<file path="src/rtl/serial_add_sub.sv">
// Bit-serial adder/subtractor: one 2-bit full-adder slice per cycle, LSB first.
// Subtract is a + ~b + 1; cbout reports carry (add) or borrow (subtract).
module serial_add_sub #(
  parameter int unsigned WIDTH = 8
) (
  input  logic             clk,
  input  logic             reset,
  input  logic [WIDTH-1:0] a,
  input  logic [WIDTH-1:0] b,
  input  logic             mode,
  input  logic             start,
  output logic [WIDTH-1:0] sum,
  output logic             cbout,
  output logic             busy,
  output logic             done
);

  localparam int unsigned Slices = WIDTH / 2;
  localparam int unsigned CntW   = (Slices > 1) ? $clog2(Slices) : 1;

  typedef enum logic [1:0] {StIdle, StRun, StDone} state_e;

  state_e            state_q, state_d;
  logic [WIDTH-1:0]  a_q, a_d;
  logic [WIDTH-1:0]  b_q, b_d;
  logic [WIDTH-1:0]  res_q, res_d;
  logic [WIDTH-1:0]  sum_q, sum_d;
  logic              mode_q, mode_d;
  logic              carry_q, carry_d;
  logic              cbout_q, cbout_d;
  logic [CntW-1:0]   cnt_q, cnt_d;

  logic              accept;
  logic              last;
  logic [1:0]        slice_sum;
  logic              c_mid;
  logic              c_out;
  logic [WIDTH+1:0]  res_wide;

  // 2-bit ripple slice on the current low bits of the shifting operands
  always_comb begin
    slice_sum[0] = a_q[0] ^ b_q[0] ^ carry_q;
    c_mid        = (a_q[0] & b_q[0]) | (carry_q & (a_q[0] ^ b_q[0]));
    slice_sum[1] = a_q[1] ^ b_q[1] ^ c_mid;
    c_out        = (a_q[1] & b_q[1]) | (c_mid & (a_q[1] ^ b_q[1]));
  end

  // New slice bits enter at the top so the result is aligned after the last slice
  assign res_wide = {slice_sum, res_q};
  assign accept   = start & ((state_q == StIdle) | (state_q == StDone));
  assign last     = (cnt_q == CntW'(Slices - 1));

  always_comb begin
    state_d = state_q;
    a_d     = a_q;
    b_d     = b_q;
    res_d   = res_q;
    sum_d   = sum_q;
    mode_d  = mode_q;
    carry_d = carry_q;
    cbout_d = cbout_q;
    cnt_d   = cnt_q;

    unique case (state_q)
      StIdle, StDone: begin
        state_d = StIdle;
        if (accept) begin
          state_d = StRun;
          a_d     = a;
          b_d     = b ^ {WIDTH{mode}};
          mode_d  = mode;
          carry_d = mode;
          cnt_d   = '0;
          res_d   = '0;
        end
      end
      StRun: begin
        a_d     = a_q >> 2;
        b_d     = b_q >> 2;
        res_d   = res_wide[WIDTH+1:2];
        carry_d = c_out;
        cnt_d   = cnt_q + 1'b1;
        if (last) begin
          state_d = StDone;
          sum_d   = res_wide[WIDTH+1:2];
          cbout_d = c_out ^ mode_q;
        end
      end
      default: state_d = StIdle;
    endcase
  end

  always_ff @(posedge clk) begin
    if (reset) begin
      state_q <= StIdle;
      a_q     <= '0;
      b_q     <= '0;
      res_q   <= '0;
      sum_q   <= '0;
      mode_q  <= 1'b0;
      carry_q <= 1'b0;
      cbout_q <= 1'b0;
      cnt_q   <= '0;
    end else begin
      state_q <= state_d;
      a_q     <= a_d;
      b_q     <= b_d;
      res_q   <= res_d;
      sum_q   <= sum_d;
      mode_q  <= mode_d;
      carry_q <= carry_d;
      cbout_q <= cbout_d;
      cnt_q   <= cnt_d;
    end
  end

  assign sum   = sum_q;
  assign cbout = cbout_q;
  assign busy  = (state_q == StRun);
  assign done  = (state_q == StDone);

endmodule
</file>
<file path="config.mk">
export PLATFORM = sky130hd
export DESIGN_NAME = serial_add_sub
export DESIGN_NICKNAME = d
export VERILOG_FILES = /design/src/rtl/serial_add_sub.sv
export SDC_FILE = /design/constraint.sdc
export NUM_CORES = 1
export LEC_CHECK = 0
export BUFFER_PORTS_ARGS = -buffer_cell sky130_fd_sc_hd__buf_4
export CORE_MARGIN = 3
export CORE_UTILIZATION = 40
export DETAILED_ROUTE_END_ITERATION = 10
export GPL_ROUTABILITY_DRIVEN = 0
export SETUP_SLACK_MARGIN = 0.3
export SLEW_MARGIN = 10
export SYNTH_ARGS = -nofsm -noshare
export SYNTH_HDL_FRONTEND = slang
export SYNTH_SLANG_ARGS = --single-unit
</file>
<file path="constraint.sdc">
create_clock -name clk -period 1.8 [get_ports clk]
set_clock_uncertainty 0.2 [all_clocks]
set_input_delay 0 -clock clk [delete_from_list [all_inputs] [get_ports clk]]
set_output_delay 0 -clock clk [all_outputs]
set_load 0.05 [all_outputs]
</file>
# == Word-level counts from Yosys, hierarchy flattened ==
# Cells that the tools add are included.
# op_classes
addsub,1
multipliers,0
div_mod_pow,0
n_lt_le_gt_ge,0
eq_ne,5
n_shift,0
muxes,13
bitwise,14
reduce_logical,6
# ops
operator,count
8-bit one-hot mux with 2 select lines,3
8-bit 2-to-1 mux,3
2-bit one-hot mux with 2 select lines,2
8-bit bitwise XOR,1
2-bit AND reduction,3
1-bit AND,5
1-bit bitwise XOR,5
"2-bit == test, second input constant",2
2-bit 2-to-1 mux,2
1-bit bitwise OR,3
"2-bit by 1-bit adder with 2-bit output, second input constant",1
"2-bit by 1-bit == test with 1-bit output, second input constant",1
2-bit zero test,1
1-bit 2-to-1 mux,2
"2-bit by 1-bit != test with 1-bit output, second input constant",1
"2-bit != test, second input constant",1
1-bit one-hot mux with 2 select lines,1
2-bit nonzero test,1
2-bit OR reduction,1
# word_totals
ff_bits,39
latch_bits,0
ram_bits,0
mem_bits_ro,0
in_bits,20
mem_count,0

# == Longest topological paths before layout ==
# Gate-level depths: netlist of run 1.
# logic_depth
depth_word,6
ltp_mapped,6
mapped_depth_nobuf,5

# == Worst setup path before layout of run 1 ==
# No wires, ideal clock.
# synth_path
path_type,register to register
start,reg a_q[0]
end,reg cbout_q (netlist: cbout)
setup_ns,0.070
arrival_time_ns,1.461
path_slack_ns,0.069
path_stages_with_launch,6
n_path_buf,0
period_less_slack_ns,1.731
path_cell_list,dfxtp_1 fa_1 fa_1 xor2_1 nand3_1 a21oi_1
# synth_between
elab_chain_cells,6
elab_cells_between_ends,7
# synth_rtl
element,line,text
"start, declared",24,"logic [WIDTH-1:0] a_q, a_d;"
"start signal, assigned",96,a_q <= '0;
"start signal, assigned",106,a_q <= a_d;
1-bit bitwise XOR,43,c_mid = (a_q[0] & b_q[0]) | (carry_q & (a_q[0] ^ b_q[0]));
1-bit AND,43,
1-bit bitwise OR (*),43,
1-bit AND (*),45,c_out = (a_q[1] & b_q[1]) | (c_mid & (a_q[1] ^ b_q[1]));
1-bit bitwise OR (*),45,
1-bit bitwise XOR (*),86,cbout_d = c_out ^ mode_q;
"end signal, assigned",112,cbout_q <= cbout_d;
"end, declared",30,"logic cbout_q, cbout_d;"
# Mark *: on every way between the ends. The rest lies on a longest branch, timed or not.
# A chain may end at the register's enable or synchronous reset.

# == Final worst setup path of run 1 ==
# layout_path
start,reg a_q[0]
end,reg sum_q[7] (netlist: sum[7])
# layout_between
elab_chain_cells,4
elab_cells_between_ends,5
# layout_rtl
element,line,text
1-bit bitwise XOR,43,
1-bit AND,43,
1-bit bitwise OR (*),43,
1-bit bitwise XOR (*),44,slice_sum[1] = a_q[1] ^ b_q[1] ^ c_mid;
net res_wide[9],38,logic [WIDTH+1:0] res_wide;
"end signal, assigned",109,sum_q <= sum_d;
"end, declared",27,"logic [WIDTH-1:0] sum_q, sum_d;"
# The timed path passes the listed nets; every way through them passes the cells marked *.

==> run summary, run 1 <==
status: finished, final reports clean
pre-CTS setup slack: 0.102 ns
Hold EP: mode_q
DRT Pass-1 Iters: 4
clock buffers created by TritonCTS: 5
CP Capture Type: flop
initial antenna violation count: 0
WL/cell: 13.2 um
initial DRC count: 78
Synth Warn #: 0
Nets: 248
FF-to-FF setup slack: 0.09 ns
final design utilization: 56.7%
number of port buffers: 30
final wirelength: 3.63 mm
sequential area share after synthesis: 46.8%
share of layout cells above drive strength 1: 23.0%
core box area: 3740 um^2
Hold Fails Final Rpt: 0
DR vias: 1429
worst path required time: 1.82 ns
CTS sink count: 37
r2r endpoint: sum[7]
FF-to-FF Start: a_q[0]
number of global-route vias before repair: 1327
IO Pins: 31
# rows: 22
#FFs+latches synth: 37
DRT antenna net count: 0
Max rail drop VDD: 0.000626 V
HPWL Detailed: 2.20 mm
first-pass GRT wire length: 5.80 mm
hold-critical path depth: 5
RSZ-0062 raised after global routing: yes
cell area after synthesis: 1580 um^2
Worst Reg-to-Reg Cells: 4
worst slew pin tran: 0.386 ns
Hold WC Path Type: in -> reg
clock buffer depth: 2
Period minus WS final: 1.71 ns
CTS H-tree lvls: 2
Worst-path clk slew: 0.07 ns
Post-Synthesis Net Count: 203
max-slew violation count: 0
fillers: 376
crit start category: flop
critical path class: reg -> reg
most frequent cells in the layout: buf_4 (36), dfxtp_1 (35), nand3_1 (33), a21oi_1 (33), nand2_1 (23)
Tcrit/Tclk final: 94.9%
Die X: 68.9 um
GRT Total Usage: 16.8%
Skew-Pair Late Insertion Delay: 0.29 ns
pin count of the biggest net entering global routing: 38
synth unique cells: 20
gr ovfl total: 0
Rel. slew slack: 74.2%
full die area: 4740 um^2
Initial Util: 42.2%
setup ws final: 0.0911 ns
Final setup violation count: 0
drt via density: 5.22
Fmax: 585 MHz
n_diodes: 0
Leakage: 0.000828 uW
most common cell after layout, fill and taps aside: buf_4
Max Cap Violations: 0
setup TNS: 0 ns
residual DRC count: 0
Synth Area per Inst: 8.79 um^2
Mapped Cells: 180
area delta synth->final: 34.3%
hold path startpoint: start
overall die height: 68.9 um
TritonCTS clock tree: done
Critical Path AT: 1.73 ns
critical path fanouts, max: 2
CTS root buf: clkbuf_8
Cell Pwr Density: 884 nW/um^2
==> report_power, final <==
| part | switching [uW] | internal [uW] |
|---|---|---|
| Combinational | 136 | 123 |
| Clock | 286 | 452 |
| Sequential | 24.1 | 856 |
| Total | 447 | 1430 |
==> cells in the mapped netlist (all sizes together) <==
library cell	number	area (um^2)
o21a	1	7.51
xor2	9	78.8
fa	2	40.0
clkbuf	2	7.51
nand3b	1	7.51
nor2b	2	12.5
a22oi	12	90.1
ha	1	12.5
inv	1	8.76
a31oi	1	6.26
buf	15	116
nor2	2	7.51
nand2b	3	18.8
nand3	34	170
nand2	23	86.3
a21oi	34	170
dfxtp	37	741
==> critical path, cell delays in order (launching register included) <==
cell and delay [ns]:
dfxtp_2 0.33, fa_2 0.38, fa_2 0.55, nand3_2 0.07
a21oi_2 0.11
==> flip-flops by register name, indices dropped and copies added (netlist names) <==
register / count
res_q: 6
sum: 8
b_q: 8
state_q: 2
a_q: 8
cnt_q: 2
cbout: 1
carry_q: 1
mode_q: 1
==> cell families (layout without fill, tap and decap cells) <==
family	Yosys count	in the layout	synth area share (%)
simple gates	65	65	19.1
fa+ha+maj	3	3	3.32
buf+inv	18	64	8.39
xor+xnor	9	9	4.98
flops	37	37	46.8
compound gates	48	48	17.3
==> per-layer routing <==
| layer | up-vias | share of wire [%] | global-route usage, % |
|---|---|---|---|
| met5 | - | 0 | 0 |
| met4 | 0 | 1.5 | 6.57 |
| met3 | 7 | 5.3 | 6.00 |
| met2 | 36 | 52 | 29.9 |
| met1 | 675 | 42 | 18.1 |
| li1 | 711 | - | - |
==> repair_timing <==
action | in CTS | in global routing
setup endpoints to repair | 5 | 11
hold buffers | 18 | 0
endpoints found under the hold margin | 37 | 0
gates cloned | 1 | 0
buffers inserted | 0 | 1
pin swaps | 1 | 1
resized for setup | 3 | 1
==> worst max-delay path by stage <==
stage                     depth (start not counted)  slack (ns)  startpoint  endpoint
after floorplan                                   4        0.16      a_q[0]    sum[7]
after global placement                            5        0.13      a_q[0]     cbout
after detailed placement                          4        0.10      a_q[0]    sum[7]
after CTS                                         4        0.09      a_q[0]    sum[7]
after global routing                              5        0.03      a_q[0]     cbout
final                                             4        0.09      a_q[0]    sum[7]
==> metrics by stage <==
stage	power (uW)	std cells	cell area [um^2]	hold WS (ns)
after floorplan	1070	180	1590	-0.0640
after global placement	1110	246	1790	0.0497
after detailed placement	1120	246	1790	0.0621
after CTS	1900	273	2110	0.0515
after global routing	1970	274	2120	0.0698
final	1880	274	2120	0.0657
==> cell type report <==
class | instances | area, um^2 | area share (%)
clock buffers | 7 | 86.3 | 4.07
clock inverters | 1 | 30.0 | 1.41
inverters | 1 | 17.5 | 0.825
multi-input cells | 125 | 729 | 34.4
flip-flops and latches | 37 | 743 | 35.0
well taps | 48 | 60.1 | 2.83
repair buffers | 54 | 450 | 21.2
repair inverters | 1 | 6.26 | 0.295
Note: power is estimated with default switching activity, not from simulation.
==> run 2, diff against run 1 <==
Settings changed: PLACE_DENSITY_LB_ADDON set to 0.15.
==> run 2 against run 1 <==
Net effect: non-clock buffer count up 1; power down 2.2%; flip-flop and latch count unchanged; critical path type unchanged; largest cell class unchanged; utilization up 0.27 points; first-iteration DRC count down 9.0%; sequential power about the same; register-to-register slack worse by 0.03 ns; final cell count unchanged; hold slack worse by 0.057 ns; die area unchanged; design area up 0.47%; setup slack worse by 0.034 ns.
==> run summary, run 2 (synthesis gave the netlist of run 1 again) <==
area delta synth->final: 34.9%
Fmax: 574 MHz (-1.9%)
Tcrit/Tclk final: 96.8% (+1.9 points)
Pint: 1390 uW (-3.1%)
n_diodes: 0 (unchanged)
Max rail drop VDD: 0.000439 V (-30%)
DP Area: 1790 um^2 (unchanged)
clock buffer depth: 2 (unchanged)
CP Capture Type: flop
Max Cap Violations: 0 (unchanged)
CTS root buf: clkbuf_8
TritonCTS clock tree: done
HPWL Detailed: 2.09 mm (-5.0%)
pin count of the biggest net entering global routing: 38 (unchanged)
Nets: 249 (+0.40%)
Worst-path clk slew: 0.07 ns (about the same)
DRT Pass-1 Iters: 4 (unchanged)
Initial Util: 42.2% (unchanged)
worst path required time: 1.83 ns (about the same)
IO Pins: 31 (unchanged)
WL/cell: 13.1 um (-1.2%)
number of port buffers: 30 (unchanged)
hold-critical path depth: 4 (-1)
Cell Pwr Density: 860 nW/um^2 (-2.7%)
Skew-Pair Late Insertion Delay: 0.29 ns (about the same)
Leakage: 0.000829 uW (+0.12%)
max-slew violation count: 0 (unchanged)
gr ovfl total: 0 (unchanged)
setup ws final: 0.0573 ns (-0.0337 ns)
clock buffers created by TritonCTS: 5 (unchanged)
Rel. slew slack: 74.3% (+0.092 points)
number of global-route vias before repair: 1333 (+0.45%)
GRT Total Usage: 17.5% (+0.66 points)
most frequent cells in the layout: dfxtp_1 (35), buf_4 (35), nand3_1 (33)
core box area: 3740 um^2 (unchanged)
sw frac: 24.5% (+0.70 points)
net switching power: 450 uW (+0.66%)
Worst Reg-to-Reg Cells: 5 (+1)
pre-CTS setup slack: 0.0681 ns (-0.0339 ns)
clock share of power: 37.6% (-1.7 points)
status: finished, final reports clean
Hold Fails Final Rpt: 0 (unchanged)
crit start category: flop
fillers: 367 (-2.4%)
Hold WC Path Type: in -> reg
# rows: 22 (unchanged)
initial DRC count: 71 (-9.0%)
CTS sink count: 37 (unchanged)
r2r endpoint: cbout
final design area excluding fillers: 2130 um^2 (+0.47%)
combinational power share: 14.4% (+0.6 points)
overall die height: 68.9 um (unchanged)
Hold EP: b_q[5]
final wirelength: 3.58 mm (-1.2%)
Critical Path AT: 1.77 ns (+0.04 ns)
residual DRC count: 0 (unchanged)
initial antenna violation count: 0 (unchanged)
RSZ-0062 raised after global routing: yes
FF-to-FF setup slack: 0.06 ns (-0.03 ns)
setup TNS: 0 ns (unchanged)
share of layout cells above drive strength 1: 23.9% (+0.88 points)
first-pass GRT wire length: 5.98 mm (+3.1%)
full die area: 4740 um^2 (unchanged)
FF-to-FF Start: a_q[0]
hold path startpoint: mode
Period minus WS final: 1.74 ns (+0.0337 ns)
Die X: 68.9 um (unchanged)
DR vias: 1420 (-0.63%)
CTS H-tree lvls: 2 (unchanged)
critical path fanouts, max: 2 (unchanged)
critical path class: reg -> reg
Final setup violation count: 0 (unchanged)
drt via density: 5.18 (-0.63%)
DRT antenna net count: 0 (unchanged)
worst slew pin tran: 0.385 ns (-0.00139 ns)
Seq pwr share: 48.1% (+1.2 points)
-- run 2: changes by cell type in the layout (fill, tap and decap cells not counted) --
cell           previous run  this run
a21oi_1                  33        32
a21oi_2                   1         2
a22oi_1                  12        11
a22oi_2                   0         1
buf_4                    36        35
buf_6                     0         1
clkbuf_1                  1         0
clkbuf_8                  6         5
clkinv_2                  0         1
dlygate4sd3_1            18        19
-- run 2: per-stage QoR --
step / total power (uW) / instances / hold slack (ns) / util, %
after detailed placement: 1120 / 246 / 0.0562 / 47.9
after global placement: 1110 / 246 / 0.0510 / 47.9
final: 1840 / 274 / 0.00839 / 57.0
after global routing: 1930 / 274 / 0.0407 / 57.0
after floorplan: 1070 / 180 / -0.0640 / -
after CTS: 1850 / 273 / 0.0133 / 56.4
-- run 2: power by group through the flow --
stage	sequential (uW)	clock (uW)	combinational (uW)
CTS	881	712	261
detailed placement	899	0	217
global placement	897	0	212
global route	887	748	294
finish	882	690	264
floorplan	893	0	172
-- run 2: worst max-delay path by stage --
stage                     cells after the start       end  startpoint  slack (ns)
after floorplan                               4    sum[7]      a_q[0]        0.16
after global placement                        5     cbout      a_q[0]        0.13
after detailed placement                      5     cbout      a_q[0]        0.07
after CTS                                     5     cbout      a_q[0]        0.06
after global routing                          4  res_q[7]      a_q[0]        0.02
final                                         5     cbout      a_q[0]        0.06
-- run 2: repair_timing --
action / 4_1_cts / 5_1_grt
setup endpoints to repair: 5 / 14
hold buffers: 19 / 1
setup buffers: 0 / 1
pin swaps: 1 / 1
resized for setup: 3 / 4
hold endpoints to repair: 37 / 1
cloned: 1 / 0
-- run 2: area by class of cell --
type / count / area [um^2] / share of cell area [%]
Clock inverter: 2 / 35.0 / 1.64
Sequential cell: 37 / 743 / 34.8
Timing Repair inverter: 1 / 6.26 / 0.293
Multi-Input combinational cell: 125 / 738 / 34.6
Tap cell: 48 / 60.1 / 2.82
Timing Repair Buffer: 55 / 464 / 21.8
Inverter: 1 / 17.5 / 0.821
Clock buffer: 5 / 68.8 / 3.23
-- run 2: routing by layer --
layer / up-vias / wire length (um) / GRT usage (%)
met5: - / 0 / 0
met4: 0 / 53 / 9.49
met3: 5 / 217 / 3.89
met2: 44 / 1820 / 31.0
met1: 659 / 1500 / 19.2
li1: 712 / - / -
-- run 2: critical path, cell delays in order, from the launching register on --
cell,delay (ns)
dfxtp_2,0.34
fa_2,0.39
fa_2,0.36
xor2_1,0.16
nand3_1,0.09
a21oi_1,0.14
==> run 3, diff against run 2 <==
Settings changed: PLACE_DENSITY set to 0.66, PLACE_DENSITY_LB_ADDON 0.15 to unset.
Clock period 1.8 ns to 2.05 ns, I/O delays scaled along.
==> run 3 against run 2 <==
Net effect: largest cell class unchanged; critical path depth is the same; design area shrank 2.2%; critical endpoint unchanged; flip-flop and latch count is the same; non-clock buffer count shrank 1; maximum frequency grew 2.2%; sequential share of layout area grew 0.71 points.
==> run summary, run 3 (synthesis gave the netlist of run 1 again) <==
status: finished, final reports clean
GRT Total Usage: 16.9% (-0.54 points)
Hold Fails Final Rpt: 0 (unchanged)
# rows: 22 (unchanged)
IO Pins: 31 (unchanged)
Leakage: 0.000807 uW (-2.7%)
Max rail drop VDD: 0.000498 V (+13%)
RSZ-0062 raised after global routing: yes
Die X: 68.9 um (unchanged)
DRT Pass-1 Iters: 6 (+2)
area delta synth->final: 32.0%
overall die height: 68.9 um (unchanged)
number of global-route vias before repair: 1309 (-1.8%)
Worst-path clk slew: 0.07 ns (about the same)
initial antenna violation count: 0 (unchanged)
clock buffer depth: 2 (unchanged)
CP max stage cell: fa_2
CTS root buf: clkbuf_8
gr ovfl total: 0 (unchanged)
HPWL Detailed: 1.96 mm (-6.4%)
buffers and inverters on the worst path: 0 (unchanged)
core box area: 3740 um^2 (unchanged)
WL/cell: 12.6 um (-3.7%)
full die area: 4740 um^2 (unchanged)
setup ws final: 0.345 ns (+0.288 ns)
DR vias: 1373 (-3.3%)
worst slew pin tran: 0.423 ns (+0.0378 ns)
Initial Util: 42.2% (unchanged)
Period minus WS final: 1.71 ns (-0.0376 ns)
CP Capture Type: flop
worst path cell trace: fa_2 > fa_2 > xor2_1 > nand3_1 > a21oi_2
Final setup violation count: 0 (unchanged)
Tcrit/Tclk final: 83.2% (-14 points)
share of layout cells above drive strength 1: 21.3% (-2.6 points)
CTS H-tree lvls: 2 (unchanged)
pin count of the biggest net entering global routing: 38 (unchanged)
CP most frequent cell: fa_2
n_diodes: 0 (unchanged)
Fmax: 587 MHz (+2.2%)
Nets: 247 (-0.80%)
CP peak stage delay: 0.38 ns (about the same)
CP top delay family: adder cells
first-pass GRT wire length: 5.91 mm (-1.3%)
pre-CTS setup slack: 0.255 ns (+0.187 ns)
TritonCTS clock tree: done
most common cell after layout, fill and taps aside: dfxtp_1
critical path class: reg -> reg
crit start category: flop
drt via density: 5.03 (-3.0%)
most frequent cells in the layout: dfxtp_1 (36), nand3_1 (34), buf_4 (34)
Cell Pwr Density: 740 nW/um^2 (-14%)
max-slew violation count: 0 (unchanged)
DRT antenna net count: 0 (unchanged)
setup TNS: 0 ns (unchanged)
worst path required time: 2.08 ns (+0.25 ns)
# Post-CTS Setup Buffers: 0 (unchanged)
number of port buffers: 30 (unchanged)
residual DRC count: 0 (unchanged)
critical path fanouts, max: 2 (unchanged)
initial DRC count: 78 (+9.9%)
Critical Path AT: 1.73 ns (-0.04 ns)
FF-to-FF setup slack: 0.34 ns (+0.29 ns)
Skew-Pair Late Insertion Delay: 0.29 ns (about the same)
CTS sink count: 37 (unchanged)
Max Cap Violations: 0 (unchanged)
Hold WC Path Type: in -> reg
Rel. slew slack: 71.7% (-2.6 points)
clock buffers created by TritonCTS: 5 (unchanged)
final wirelength: 3.44 mm (-4.1%)
-- run 3: metrics by stage --
stage / cell area [um^2] / hold WS (ns) / std cells / total power (uW) / utilization, %
3_3_place_gp: 1770 / 0.0531 / 245 / 970 / 47.4
5_1_grt: 2090 / 0.0945 / 273 / 1630 / 55.7
2_1_floorplan: 1580 / -0.0640 / 180 / 932 / -
3_5_place_dp: 1770 / 0.0618 / 245 / 974 / 47.4
4_1_cts: 2080 / 0.0484 / 273 / 1570 / 55.5
6_report: 2090 / 0.0644 / 273 / 1540 / 55.7
-- run 3: path summary, 6_finish.rpt --
path,startpoint,end,depth (start not counted)
setup / recovery,a_q[0],cbout,5
setup reg to reg,a_q[0],cbout,5
hold / removal,start,mode_q,5
hold reg to reg,sum[0],sum[0],2
-- run 3: final cells by class --
type	count	area [um^2]
Clock buffer	7	96.3
Clock inverter	1	5.00
Fill cell	371	1660
Inverter	1	8.76
Multi-Input combinational cell	125	719
Sequential cell	37	742
Tap cell	48	60.1
Timing Repair Buffer	54	455
-- run 3: where the power goes --
group | total [uW] | leakage (uW) | switching [uW] | internal, uW
logic | 220 | 0.000450 | 116 | 103
clock network | 551 | 0.0000542 | 248 | 304
registers | 773 | 0.000302 | 21.1 | 752
total | 1540 | 0.000807 | 385 | 1160
-- run 3: per-layer routing --
layer  wire (um)  track usage, %  vias up
li1            -               -      713
met1        1490            19.9      626
met2        1750            28.3       29
met3         147            5.83        5
met4          55            6.57        0
met5           0               0        -
-- run 3: worst min-delay path: stages --
cell and delay (ns):
buf_4 0.08, nand2b_1 0.04, buf_4 0.22, nand2_1 0.10, a21oi_1 0.06
-- run 3: timing repair --
action	4_1_cts	5_1_grt
hold buffers	20	0
resized for setup	2	4
hold endpoints to repair	37	0
pin swaps	0	2
setup endpoints to repair	1	4
